<file path="config.mk">
export PLATFORM = sky130hd
export DESIGN_NAME = lcd_bcd_writer_flat
export DESIGN_NICKNAME = d
export VERILOG_FILES = /design/src/rtl/lcd_bcd_writer_pkg.sv /design/src/rtl/lcd_bcd_writer_if.sv /design/src/rtl/lcd_bcd_writer_xfer.sv /design/src/rtl/lcd_bcd_writer.sv /design/src/flat_wrapper.sv
export SDC_FILE = /design/constraint.sdc
export NUM_CORES = 1
export LEC_CHECK = 0
export CAP_MARGIN = 20
export CORE_MARGIN = 3
export CORE_UTILIZATION = 30
export CTS_CLUSTER_DIAMETER = 120
export DETAILED_ROUTE_END_ITERATION = 10
export GPL_TIMING_DRIVEN = 0
export SETUP_SLACK_MARGIN = 0.1
export SYNTH_ARGS = -nofsm -noshare
export SYNTH_HDL_FRONTEND = slang
export SYNTH_SLANG_ARGS = --single-unit
</file>
<file path="constraint.sdc">
create_clock -name clk -period 2.75 [get_ports clk]
set_input_delay 0.55 -clock clk [delete_from_list [all_inputs] [get_ports clk]]
set_output_delay 0.55 -clock clk [all_outputs]
set_load 0.01 [all_outputs]
</file>
<file path="src/rtl/lcd_bcd_writer_pkg.sv">
// ---------------------------------------------------------------------------
// lcd_pkg
// Shared constants, enums and formatting helpers for the BCD-to-LCD writer.
//   - HD44780 command bytes used by the init sequence and line addressing
//   - ASCII codes for the characters the writer can emit
//   - top-level FSM state and byte-transfer phase enums
//   - init_cmd()  : n-th byte of the power-up command sequence
//   - fmt_digit() : BCD digit -> ASCII, including leading-zero blanking
// ---------------------------------------------------------------------------
package lcd_pkg;

   localparam logic [7:0] LCD_FUNC_SET  = 8'h38;  // 8-bit bus, 2 lines, 5x8 font
   localparam logic [7:0] LCD_DISP_ON   = 8'h0C;  // display on, no cursor, no blink
   localparam logic [7:0] LCD_CLEAR     = 8'h01;  // clear display, needs the long wait
   localparam logic [7:0] LCD_ENTRY     = 8'h06;  // increment address, no shift
   localparam logic [7:0] LCD_SET_DDRAM = 8'h80;  // OR with a 7-bit DDRAM address

   localparam logic [7:0] ASCII_0     = 8'h30;
   localparam logic [7:0] ASCII_SPACE = 8'h20;
   localparam logic [7:0] ASCII_MINUS = 8'h2D;
   localparam logic [7:0] ASCII_QMARK = 8'h3F;

   localparam int N_INIT_CMDS = 4;

   typedef enum logic [1:0] {
      ST_PWRUP,
      ST_INIT,
      ST_IDLE,
      ST_DRAW
   } top_state_t;

   typedef enum logic [1:0] {
      PH_IDLE,
      PH_SETUP,
      PH_EN,
      PH_WAIT
   } xfer_phase_t;

   // Formatted character plus the blanking state that applies to the next digit.
   typedef struct packed {
      logic       blank;
      logic [7:0] ch;
   } digit_fmt_t;

   function automatic logic [7:0] init_cmd(input logic [1:0] n);
      case (n)
         2'd0:    return LCD_FUNC_SET;
         2'd1:    return LCD_DISP_ON;
         2'd2:    return LCD_CLEAR;
         default: return LCD_ENTRY;
      endcase
   endfunction

   // An invalid digit prints '?' and, like any nonzero digit, ends blanking.
   // The least significant digit is never blanked.
   function automatic digit_fmt_t fmt_digit(input logic [3:0] d,
                                            input logic       blanking,
                                            input logic       is_ls);
      digit_fmt_t r;
      if (d > 4'd9) begin
         r.blank = 1'b0;
         r.ch    = ASCII_QMARK;
      end else if ((d == 4'd0) && blanking && !is_ls) begin
         r.blank = 1'b1;
         r.ch    = ASCII_SPACE;
      end else begin
         r.blank = 1'b0;
         r.ch    = ASCII_0 + {4'd0, d};
      end
      return r;
   endfunction

endpackage

</file>
<file path="src/rtl/lcd_bcd_writer_if.sv">
// ---------------------------------------------------------------------------
// lcd_bcd_writer_if
// Host-side handshake between the binary-to-BCD stage and the LCD writer.
//   start : draw request (only honoured while busy=0)
//   sign  : 1 = negative value
//   bcd   : DIGITS BCD digits, index 0 = least significant
//   busy  : writer is initialising or drawing
//   done  : one-cycle pulse when a draw completes
// master = producer of the value, slave = lcd_bcd_writer.
// ---------------------------------------------------------------------------
interface lcd_bcd_writer_if #(
   parameter int DIGITS = 10
);
   logic       start;
   logic       sign;
   logic [3:0] bcd [DIGITS];
   logic       busy;
   logic       done;

   modport master (
      output start, sign, bcd,
      input  busy, done
   );

   modport slave (
      input  start, sign, bcd,
      output busy, done
   );
endinterface

</file>
<file path="src/rtl/lcd_bcd_writer_xfer.sv">
// ---------------------------------------------------------------------------
// lcd_byte_xfer
// Moves one byte onto the HD44780 8-bit bus with fixed timing:
//   cycle 0            SETUP : rs/data driven, en low
//   cycles 1..EN_CYC   EN    : en high
//   then WAIT cycles         : en low, CMD_WAIT_CYC or CLR_WAIT_CYC (long_wait)
// rs/data hold from SETUP to the end of WAIT (and afterwards until reloaded).
// Ports:
//   clk, rst_n              clock, async active-low reset
//   req, rs, data, long_wait byte request; accepted when idle or while ack=1
//   ack                     high in the last WAIT cycle; a req in that cycle
//                           starts the next byte with no gap
//   lcd_data/rs/rw/en       LCD bus (rw tied low)
// ---------------------------------------------------------------------------
module lcd_byte_xfer
   import lcd_pkg::*;
#(
   parameter int EN_CYC       = 12,
   parameter int CMD_WAIT_CYC = 2_500,
   parameter int CLR_WAIT_CYC = 100_000
) (
   input  logic       clk,
   input  logic       rst_n,
   input  logic       req,
   input  logic       rs,
   input  logic [7:0] data,
   input  logic       long_wait,
   output logic       ack,
   output logic [7:0] lcd_data,
   output logic       lcd_rs,
   output logic       lcd_rw,
   output logic       lcd_en
);

   localparam int MAX_A   = (EN_CYC > CMD_WAIT_CYC) ? EN_CYC : CMD_WAIT_CYC;
   localparam int MAX_CYC = (MAX_A > CLR_WAIT_CYC) ? MAX_A : CLR_WAIT_CYC;
   localparam int CNT_W   = $clog2(MAX_CYC + 1);

   localparam logic [CNT_W-1:0] EN_LAST  = CNT_W'(EN_CYC - 1);
   localparam logic [CNT_W-1:0] CMD_LAST = CNT_W'(CMD_WAIT_CYC - 1);
   localparam logic [CNT_W-1:0] CLR_LAST = CNT_W'(CLR_WAIT_CYC - 1);
   localparam logic [CNT_W-1:0] CNT_MAX  = '1;

   xfer_phase_t      phase_q, phase_d;
   logic [CNT_W-1:0] cnt_q, cnt_d;
   logic             long_q;
   logic             load;
   logic [CNT_W-1:0] wait_last;

   function automatic logic [CNT_W-1:0] sat_inc(input logic [CNT_W-1:0] c);
      return (c == CNT_MAX) ? c : c + 1'b1;
   endfunction

   assign wait_last = long_q ? CLR_LAST : CMD_LAST;
   assign ack       = (phase_q == PH_WAIT) && (cnt_q == wait_last);
   assign lcd_rw    = 1'b0;

   always_comb begin
      phase_d = phase_q;
      cnt_d   = cnt_q;
      load    = 1'b0;
      case (phase_q)
         PH_IDLE: begin
            if (req) begin
               load    = 1'b1;
               phase_d = PH_SETUP;
            end
         end
         PH_SETUP: begin
            phase_d = PH_EN;
            cnt_d   = '0;
         end
         PH_EN: begin
            if (cnt_q == EN_LAST) begin
               phase_d = PH_WAIT;
               cnt_d   = '0;
            end else begin
               cnt_d = sat_inc(cnt_q);
            end
         end
         default: begin
            if (ack) begin
               if (req) begin
                  load    = 1'b1;
                  phase_d = PH_SETUP;
               end else begin
                  phase_d = PH_IDLE;
               end
            end else begin
               cnt_d = sat_inc(cnt_q);
            end
         end
      endcase
   end

   // lcd_en is registered so the strobe is a clean flop output.
   always_ff @(posedge clk or negedge rst_n) begin
      if (!rst_n) begin
         phase_q  <= PH_IDLE;
         cnt_q    <= '0;
         long_q   <= 1'b0;
         lcd_data <= 8'h00;
         lcd_rs   <= 1'b0;
         lcd_en   <= 1'b0;
      end else begin
         phase_q <= phase_d;
         cnt_q   <= cnt_d;
         lcd_en  <= (phase_d == PH_EN);
         if (load) begin
            long_q   <= long_wait;
            lcd_data <= data;
            lcd_rs   <= rs;
         end
      end
   end

endmodule

</file>
<file path="src/rtl/lcd_bcd_writer.sv">
// ---------------------------------------------------------------------------
// lcd_bcd_writer
// Writes a signed BCD value as ASCII to an HD44780 character LCD.
// After reset: wait PWRUP_CYC cycles, send 38/0C/01/06, then go idle.
// Each accepted start redraws one field: DDRAM address command, sign
// character, then DIGITS digits from most to least significant.
// Ports:
//   clk, rst_n   clock, async active-low reset
//   host         lcd_bcd_writer_if.slave (start/sign/bcd in, busy/done out)
//   lcd_data     LCD data bus
//   lcd_rs       0 = command, 1 = data
//   lcd_rw       tied low
//   lcd_en       LCD enable strobe
// ---------------------------------------------------------------------------
module lcd_bcd_writer
   import lcd_pkg::*;
#(
   parameter int         DIGITS       = 10,
   parameter logic [6:0] LINE_ADDR    = 7'h00,
   parameter int         BLANK_LZ     = 1,
   parameter int         PWRUP_CYC    = 1_000_000,
   parameter int         EN_CYC       = 12,
   parameter int         CMD_WAIT_CYC = 2_500,
   parameter int         CLR_WAIT_CYC = 100_000
) (
   input  logic              clk,
   input  logic              rst_n,
   lcd_bcd_writer_if.slave   host,
   output logic [7:0]        lcd_data,
   output logic              lcd_rs,
   output logic              lcd_rw,
   output logic              lcd_en
);

   if ((DIGITS < 1) || (DIGITS + 1 > 16) || (PWRUP_CYC < 1) || (EN_CYC < 1) ||
       (CMD_WAIT_CYC < 1) || (CLR_WAIT_CYC < 1)) begin : g_param_chk
      $error("lcd_bcd_writer: need 1 <= DIGITS <= 15 and all cycle counts >= 1");
   end

   localparam int N_DRAW_BYTES = DIGITS + 2;
   localparam int IDX_MAX      = (N_DRAW_BYTES > N_INIT_CMDS) ? N_DRAW_BYTES : N_INIT_CMDS;
   localparam int IDX_W        = $clog2(IDX_MAX + 1);
   localparam int PW_W         = $clog2(PWRUP_CYC + 1);

   localparam logic [IDX_W-1:0] N_INIT  = IDX_W'(N_INIT_CMDS);
   localparam logic [IDX_W-1:0] N_DRAW  = IDX_W'(N_DRAW_BYTES);
   localparam logic [IDX_W-1:0] IDX_ONE = IDX_W'(1);
   localparam logic [PW_W-1:0]  PW_LAST = PW_W'(PWRUP_CYC - 1);
   localparam logic [PW_W-1:0]  PW_MAX  = PW_W'(PWRUP_CYC);

   top_state_t       state_q, state_d;
   logic [PW_W-1:0]  pw_cnt_q;
   logic [IDX_W-1:0] idx_q, idx_d;   // index of the next byte to request
   logic             lz_q, lz_d;     // still inside the leading-zero run
   logic             busy_q, done_q;
   logic             latch;

   logic             sign_q;
   logic [3:0]       bcd_q [DIGITS];

   logic             req, req_rs, req_long, ack;
   logic [7:0]       req_data;
   logic [3:0]       cur_digit;
   int               dig;
   digit_fmt_t       fmt;

   assign host.busy = busy_q;
   assign host.done = done_q;

   // Digit for byte idx_q: byte 2 is the MS digit, byte DIGITS+1 the LS digit.
   always_comb begin
      dig       = DIGITS + 1 - int'(idx_q);
      cur_digit = 4'd0;
      for (int i = 0; i < DIGITS; i++) begin
         if (i == dig) cur_digit = bcd_q[i];
      end
      fmt = fmt_digit(cur_digit, lz_q, dig == 0);
   end

   // Bytes are chained on ack so consecutive bytes run with no idle cycle;
   // the first byte of a burst is requested on the cycle that starts it.
   always_comb begin
      state_d  = state_q;
      idx_d    = idx_q;
      lz_d     = lz_q;
      latch    = 1'b0;
      req      = 1'b0;
      req_rs   = 1'b0;
      req_data = 8'h00;
      case (state_q)
         ST_PWRUP: begin
            if (pw_cnt_q == PW_LAST) begin
               state_d  = ST_INIT;
               req      = 1'b1;
               req_data = init_cmd(2'd0);
               idx_d    = IDX_ONE;
            end
         end
         ST_INIT: begin
            if (ack) begin
               if (idx_q < N_INIT) begin
                  req      = 1'b1;
                  req_data = init_cmd(idx_q[1:0]);
                  idx_d    = idx_q + 1'b1;
               end else begin
                  state_d = ST_IDLE;
               end
            end
         end
         ST_IDLE: begin
            if (host.start) begin
               latch    = 1'b1;
               state_d  = ST_DRAW;
               req      = 1'b1;
               req_data = LCD_SET_DDRAM | {1'b0, LINE_ADDR};
               idx_d    = IDX_ONE;
               lz_d     = (BLANK_LZ != 0);
            end
         end
         default: begin
            if (ack) begin
               if (idx_q < N_DRAW) begin
                  req    = 1'b1;
                  req_rs = 1'b1;
                  idx_d  = idx_q + 1'b1;
                  if (idx_q == IDX_ONE) begin
                     req_data = sign_q ? ASCII_MINUS : ASCII_SPACE;
                  end else begin
                     req_data = fmt.ch;
                     lz_d     = fmt.blank;
                  end
               end else begin
                  state_d = ST_IDLE;
               end
            end
         end
      endcase
   end

   assign req_long = !req_rs && (req_data == LCD_CLEAR);

   always_ff @(posedge clk or negedge rst_n) begin
      if (!rst_n) begin
         state_q  <= ST_PWRUP;
         pw_cnt_q <= '0;
         idx_q    <= '0;
         lz_q     <= 1'b0;
         busy_q   <= 1'b1;
         done_q   <= 1'b0;
      end else begin
         state_q <= state_d;
         idx_q   <= idx_d;
         lz_q    <= lz_d;
         busy_q  <= (state_d != ST_IDLE);
         done_q  <= (state_q == ST_DRAW) && (state_d == ST_IDLE);
         if ((state_q == ST_PWRUP) && (pw_cnt_q != PW_MAX)) begin
            pw_cnt_q <= pw_cnt_q + 1'b1;
         end
      end
   end

   // Value snapshot taken at the accept edge; later input changes are ignored.
   always_ff @(posedge clk) begin
      if (latch) begin
         sign_q <= host.sign;
         for (int i = 0; i < DIGITS; i++) begin
            bcd_q[i] <= host.bcd[i];
         end
      end
   end

   lcd_byte_xfer #(
      .EN_CYC       (EN_CYC),
      .CMD_WAIT_CYC (CMD_WAIT_CYC),
      .CLR_WAIT_CYC (CLR_WAIT_CYC)
   ) u_xfer (
      .clk       (clk),
      .rst_n     (rst_n),
      .req       (req),
      .rs        (req_rs),
      .data      (req_data),
      .long_wait (req_long),
      .ack       (ack),
      .lcd_data  (lcd_data),
      .lcd_rs    (lcd_rs),
      .lcd_rw    (lcd_rw),
      .lcd_en    (lcd_en)
   );

endmodule

</file>
<file path="src/flat_wrapper.sv">
// flat-port wrapper written by rule: the top's interface ports become plain ports
module lcd_bcd_writer_flat import lcd_pkg::*;
#(
   parameter int         DIGITS       = 10,
   parameter logic [6:0] LINE_ADDR    = 7'h00,
   parameter int         BLANK_LZ     = 1,
   parameter int         PWRUP_CYC    = 1_000_000,
   parameter int         EN_CYC       = 12,
   parameter int         CMD_WAIT_CYC = 2_500,
   parameter int         CLR_WAIT_CYC = 100_000
)
  (clk, rst_n, lcd_data, lcd_rs, lcd_rw, lcd_en, host_start, host_sign, host_bcd, host_busy, host_done);
  lcd_bcd_writer_if #(.DIGITS(DIGITS)) host_i ();
  input  logic clk;
  input  logic rst_n;
  output logic [7:0] lcd_data;
  output logic lcd_rs;
  output logic lcd_rw;
  output logic lcd_en;
  input wire logic [$bits(host_i.start)-1:0] host_start;
  input wire logic [$bits(host_i.sign)-1:0] host_sign;
  input wire logic [$bits(host_i.bcd)-1:0] host_bcd;
  output wire logic [$bits(host_i.busy)-1:0] host_busy;
  output wire logic [$bits(host_i.done)-1:0] host_done;
  assign host_i.start = host_start;
  assign host_i.sign = host_sign;
  assign host_i.bcd = {>>{host_bcd}};
  assign host_busy = host_i.busy;
  assign host_done = host_i.done;
  lcd_bcd_writer #(.DIGITS(DIGITS), .LINE_ADDR(LINE_ADDR), .BLANK_LZ(BLANK_LZ), .PWRUP_CYC(PWRUP_CYC), .EN_CYC(EN_CYC), .CMD_WAIT_CYC(CMD_WAIT_CYC), .CLR_WAIT_CYC(CLR_WAIT_CYC)) u_core (.clk(clk), .rst_n(rst_n), .host(host_i), .lcd_data(lcd_data), .lcd_rs(lcd_rs), .lcd_rw(lcd_rw), .lcd_en(lcd_en));
endmodule
</file>
After elaboration in Yosys (flattened, before gate mapping)
Memories as Yosys holds them, arrays and structs flattened.
Cells that the tools add are included.
{"block": "classes", "addsub": 5, "n_mul": 0, "div": 0, "order_cmp": 3, "eq_ne": 33, "shift": 0, "muxes": 65, "bitwise_logic": 2, "n_reduce_logical": 23}
{"operator": "== test 4 x 32 -> 1 bit (first input constant)", "count": 4}
{"operator": "2-to-1 mux 17 bit", "count": 4}
{"operator": "2-to-1 mux 4 bit", "count": 17}
{"operator": "== test 3 x 32 -> 1 bit (first input constant)", "count": 2}
{"operator": "== test 5 x 32 -> 1 bit (first input constant)", "count": 2}
{"operator": "case mux 17 bit (3 select lines)", "count": 1}
{"operator": "2-to-1 mux 8 bit", "count": 6}
{"operator": "== test 2 x 32 -> 1 bit (first input constant)", "count": 1}
{"operator": "logical NOT 32 bit", "count": 1}
{"operator": "case mux 8 bit (3 select lines)", "count": 1}
{"operator": "adder 20 x 1 -> 20 bit (second input constant)", "count": 1}
{"operator": "== test 20 bit (second input constant)", "count": 1}
{"operator": "!= test 20 bit (second input constant)", "count": 1}
{"operator": "2-to-1 mux 2 bit", "count": 9}
{"operator": "2-to-1 mux 9 bit", "count": 2}
{"operator": "case mux 6 bit (3 select lines)", "count": 1}
{"operator": "adder 17 x 1 -> 17 bit (second input constant)", "count": 1}
{"operator": "== test 17 bit", "count": 1}
{"operator": "== test 17 bit (second input constant)", "count": 1}
{"operator": "== test 17 x 4 -> 1 bit (second input constant)", "count": 1}
{"operator": "2-to-1 mux 1 bit", "count": 17}
{"operator": "== test 2 bit (second input constant)", "count": 7}
{"operator": "case mux 2 bit (3 select lines)", "count": 2}
{"operator": "case mux 4 bit (3 select lines)", "count": 1}
{"operator": "28 further kinds", "count": 46}
{"block": "word_totals", "regBits": 60, "latch_bits": 0, "ram_bits": 40, "romBits": 0, "out_inout_bits": 13, "elab_cells": 145, "memories": 1}
{"name": "u_core.bcd_q", "words": 10, "word_bits": 4, "read_ports": 10, "rd_clocked_by_memory_dff": 0, "wr": 10, "line": "lcd_bcd_writer.sv:59", "source": "logic [3:0] bcd_q [DIGITS];"}

Depth between registers and ports, before layout
{"block": "depth", "word_depth": 23, "ltp_mapped": 12, "depth_no_buf": 9}

Modules after synthesis
Synthesis repeated with hierarchy kept, for this count alone.
{"block": "unflattened", "hier_cells": 516, "area_unflattened_um2": 5391.4}
{"mod": "lcd_bcd_writer", "n_inst": 1, "cells_each": 331, "area_each_um2": 3565.9}
{"mod": "lcd_byte_xfer", "n_inst": 1, "cells_each": 185, "area_each_um2": 1825.5}

Worst setup path before layout
Ideal clock, no wire load.
{"block": "synth_timing", "path_kind": "flip-flop to flip-flop", "startpoint": "register u_core.idx_q[0]", "endpoint": "register u_core.u_xfer.lcd_data[4]", "setup_ns": 0.126, "arrival_ns": 2.777, "slack_ns": -0.153, "stages_incl_launch_ff": 11, "cell_sequence": "dfrtp_1 -> inv_1 -> ha_1 -> clkbuf_1 -> or3b_2 -> a21oi_1 -> a31oi_1 -> a2bb2oi_1 -> or2_2 -> or4_1 -> a221o_1"}
{"block": "synth_via", "elab_chain_cells": 21, "word_cells_on_any_way": 50, "cone_classes": "add/sub (2); order compare (3); eq/ne (12); mux (27); reduce/logical (6)"}
{"item": "from (decl)", "line": "lcd_bcd_writer.sv:53", "source": "logic [IDX_W-1:0] idx_q, idx_d;"}
{"item": "from (signal assigned)", "line": "lcd_bcd_writer.sv:152", "source": "idx_q <= idx_d;"}
{"item": "parallel branches: the longest is 21 deep, another holds subtractor 4 x 4 -> 5 bit"}
{"item": "to (signal assigned)", "line": "lcd_bcd_writer_xfer.sv:111", "source": "lcd_data <= data;"}
{"item": "to (decl)", "line": "lcd_bcd_writer_xfer.sv:29", "source": "output logic [7:0] lcd_data,"}
Parallel ways; which one is timed is not known.
A chain may end at the register's enable or synchronous reset.

Final worst setup path
{"block": "layout_timing", "startpoint": "register u_core.idx_q[1]", "endpoint": "register u_core.u_xfer.lcd_data[4]"}
The elaborated chain is that of the path after synthesis.

==> summary.md <==
| Metric | Value |
|---|---|
| CTS Sinks | 99 |
| Final Core Density | 0.4063 |
| GP Congestion | 0.8214 |
| Clock buffer depth | 2 |
| Worst slew margin | 0.4321 |
| CTS Buf Count | 9 |
| Worst EP arrival | 2.93 ns |
| Outcome | finished clean |
| Synthesis-stage register bit count | 99 |
| Primary FF master, synth | dfrtp_1 |
| GR Util All Layers | 0.1335 |
| Pleak | 2.609 nW |
| H-tree levels | 3 |
| Peak Freq | 0.3720 GHz |
| FF-to-FF End | u_core.u_xfer.lcd_data[4] |
| Peak supply drop | 0.3699 mV |
| DR vias/cell | 5.097 |
| Register area share after synthesis | 0.5272 |
| Routed vias | 4011 |
| Peak fanout along the critical path | 8 |
| First-pass GRT wire length | 19790 um |
| Total Power | 2.919 mW |
| CP startpoint kind | flop |
| Hold Fails Final Rpt | 0 |
| PnR worst setup slack | 0.06206 ns |
| Worst Skew | 0.007350 ns |
| Yosys warns | 0 |
| Worst skew pair latency | 0.35 ns |
| Max cap viols | 0 |
| Largest net degree at the start of global routing | 42 |
| R2R depth | 9 |
| Multi-input combinational cell area | 0.002367 mm2 |
| DRC violations left | 0 |
| ANT nets after route | 0 |
| R2R Path Start | u_core.idx_q[1] |
| DR pass1 iterations | 5 |
| Initial Util | 0.3137 |
| Detail Placement HPWL | 8410 um |
| DIE WIDTH | 136.3 um |
| Vias in the first global route | 4011 |
| Final setup violating endpoints | 0 |
| Post-synth EDFFs | 41 |
| Avg Cell Area, Syn | 10.65 um2 |
| Root buffer cell | clkbuf_16 |
| Rows | 46 |
| ANT cells | 0 |
| Core Area | 0.01623 mm2 |
| Pwr dens | 442.7 mW/mm2 |
| DP Cell Count | 750 |
| Post-placement setup slack | -0.2965 ns |
| Post-Route WL | 12190 um |
| Worst-path clk slew | 0.07 ns |
| Cell Area, Synth | 0.005091 mm2 |
| Gr ovfl total | 0 |
| Fin cells | 787 |
| Synth cell types | 67 |
| Area Overhead vs Synth | 29.52% |
| Boundary pin count | 57 |
| FILL cells | 1575 |
| Buffers added on ports | 54 |
| Slew @ Worst Pin | 0.8506 ns |
| Crit. End Element | flop |
| Reg area | 0.002686 mm2 |
| Setup slack, reg-to-reg | 0.06 ns |
| Initial DRC count | 339 |
| Part of the cycle the worst path needs | 0.9774 |
| Worst min-delay path class | input pin to async pin |
| Die ar. | 0.01857 mm2 |
| WL per Instance | 15.48 um |
| CTS tree | built |
| WP data required | 2.99 ns |
| Chip height | 136.3 um |
| Synth Instances | 478 |
| Final min period | 2.688 ns |
| Layout cells sized above 1 | 0.1699 |
| Ys async rst share | 0.5859 |
| Nets | 629 |
| Max Slew Vio Count | 0 |
| Setup Crit Path Kind | flop to flop |
| RSZ-0062 raised after global routing | yes |
| Number of antenna violations at the first check in global routing | 0 |
layout by cell type, fill, tap and decap left out, types with 8 or more instances in the layout:
master and instances:
dfrtp_1 55, clkdlybuf4s50_1 53, edfxtp_1 41, nand2_1 37, nor2_1 29, buf_4 25, xnor2_1 19, inv_1 17
nand4_1 17, a21oi_1 17, nand3_1 16, ha_1 16, o21ai_0 15, xor2_1 14, and3_1 13, nor2b_1 9
clkbuf_16 9, clkbuf_1 8
critical path: stages, from the launching register on:
cell	delay (ns)
dfrtp_2	0.44
ha_1	0.19
buf_6	0.13
or3b_4	0.38
a21oi_2	0.11
a31oi_1	0.06
a2bb2oi_2	0.17
or2_4	0.22
or4_4	0.55
a221o_1	0.33
cell type report:
class | count | area share
plain buffers | 23 | 0.02448
well taps | 216 | 0.04099
repair buffers | 77 | 0.1093
flip-flops and latches | 99 | 0.4074
clock inverters | 7 | 0.01120
inverters | 22 | 0.01347
multi-input cells | 334 | 0.3590
clock buffers | 9 | 0.03416
Yosys cell counts (all sizes together), types with 7 or more instances:
master   n  area (um2)
a21o     7       52.55
a21oi   22       121.4
a31oi    9       56.30
and3    13       81.33
clkbuf  20       75.07
dfrtp   57        1426
edfxtp  41        1231
ha      19       237.7
inv     21       78.83
nand2   38       145.1
nand3   16       80.08
nand4   17       106.4
nor2    30       112.6
nor2b    9       56.30
nor4     7       43.79
o21ai   20       100.1
o31ai    7       52.55
xnor2   19       166.4
xor2    14       122.6
per-layer routing:
layer  up-vias  track usage  part of all wire
li1       1926            -                 -
met1      1977       0.1721              0.46
met2       100       0.2210              0.49
met3         8      0.03664             0.044
met4         0      0.03695             0.010
met5         -            0                 0
through the flow:
| step | hold WS [ns] | area (um2) | setup TNS, ns |
|---|---|---|---|
| after global routing | 0.1743 | 6594 | -0.0007356 |
| final | 0.1514 | 6594 | 0 |
| after CTS | 0.1606 | 6454 | 0 |
| after floorplan | 0.2544 | 5124 | 0 |
| after detailed placement | 0.4742 | 5949 | -1.870 |
| after global placement | 0.4565 | 5934 | -41.01 |
registers in the layout (all words and copies together) (netlist names):
signal / cells
u_core.u_xfer.cnt_q: 17
u_core.u_xfer.lcd_en: 1
u_core.state_q: 2
u_core.u_xfer.lcd_rs: 1
u_core.host.busy: 1
u_core.u_xfer.long_q: 1
u_core.lz_q: 1
u_core.u_xfer.phase_q: 2
u_core.idx_q: 4
u_core.host.done: 1
u_core.bcd_q: 40
u_core.u_xfer.lcd_data: 7
u_core.pw_cnt_q: 20
u_core.sign_q: 1
repair_timing:
item,in CTS,in global routing
pin swaps,11,7
setup buffers,15,7
hold buffers,0,0
endpoints found under the setup margin,27,23
resized for setup,31,31
where the power goes:
part           total (mW)  switching [mW]  internal, mW
combinational      0.0840          0.0273        0.0567
clock                1.30           0.585         0.711
sequential           1.54               0          1.54
total                2.92           0.612          2.31
logic make-up (layout without fill, tap and decap cells):
kind of cell | Yosys count | count (layout) | share of synthesized area
flip-flops | 99 | 99 | 0.5272
buffers and inverters | 46 | 138 | 0.03563
AND/OR/NAND/NOR | 166 | 166 | 0.1740
AO/OA/AOI/OAI | 109 | 109 | 0.1475
adder cells (fa/ha/maj) | 19 | 19 | 0.04669
other | 1 | 2 | 0.0007366
XOR/XNOR | 33 | 33 | 0.05677
multiplexers | 5 | 5 | 0.01155
worst max-delay path by stage:
| stage | cells after the start | from | endpoint |
|---|---|---|---|
| 4_1_cts | 10 | u_core.idx_q[0] | u_core.u_xfer.lcd_data[4] |
| 6_report | 9 | u_core.idx_q[1] | u_core.u_xfer.lcd_data[4] |
| 5_1_grt | 9 | u_core.idx_q[1] | u_core.u_xfer.lcd_data[4] |
| 2_1_floorplan | 10 | u_core.idx_q[0] | u_core.u_xfer.lcd_data[4] |
| 3_3_place_gp | 1 | rst_n | u_core.state_q[0] |
| 3_5_place_dp | 9 | u_core.idx_q[1] | u_core.u_xfer.lcd_data[4] |
No activity file was read; power rests on OpenSTA's default activity.
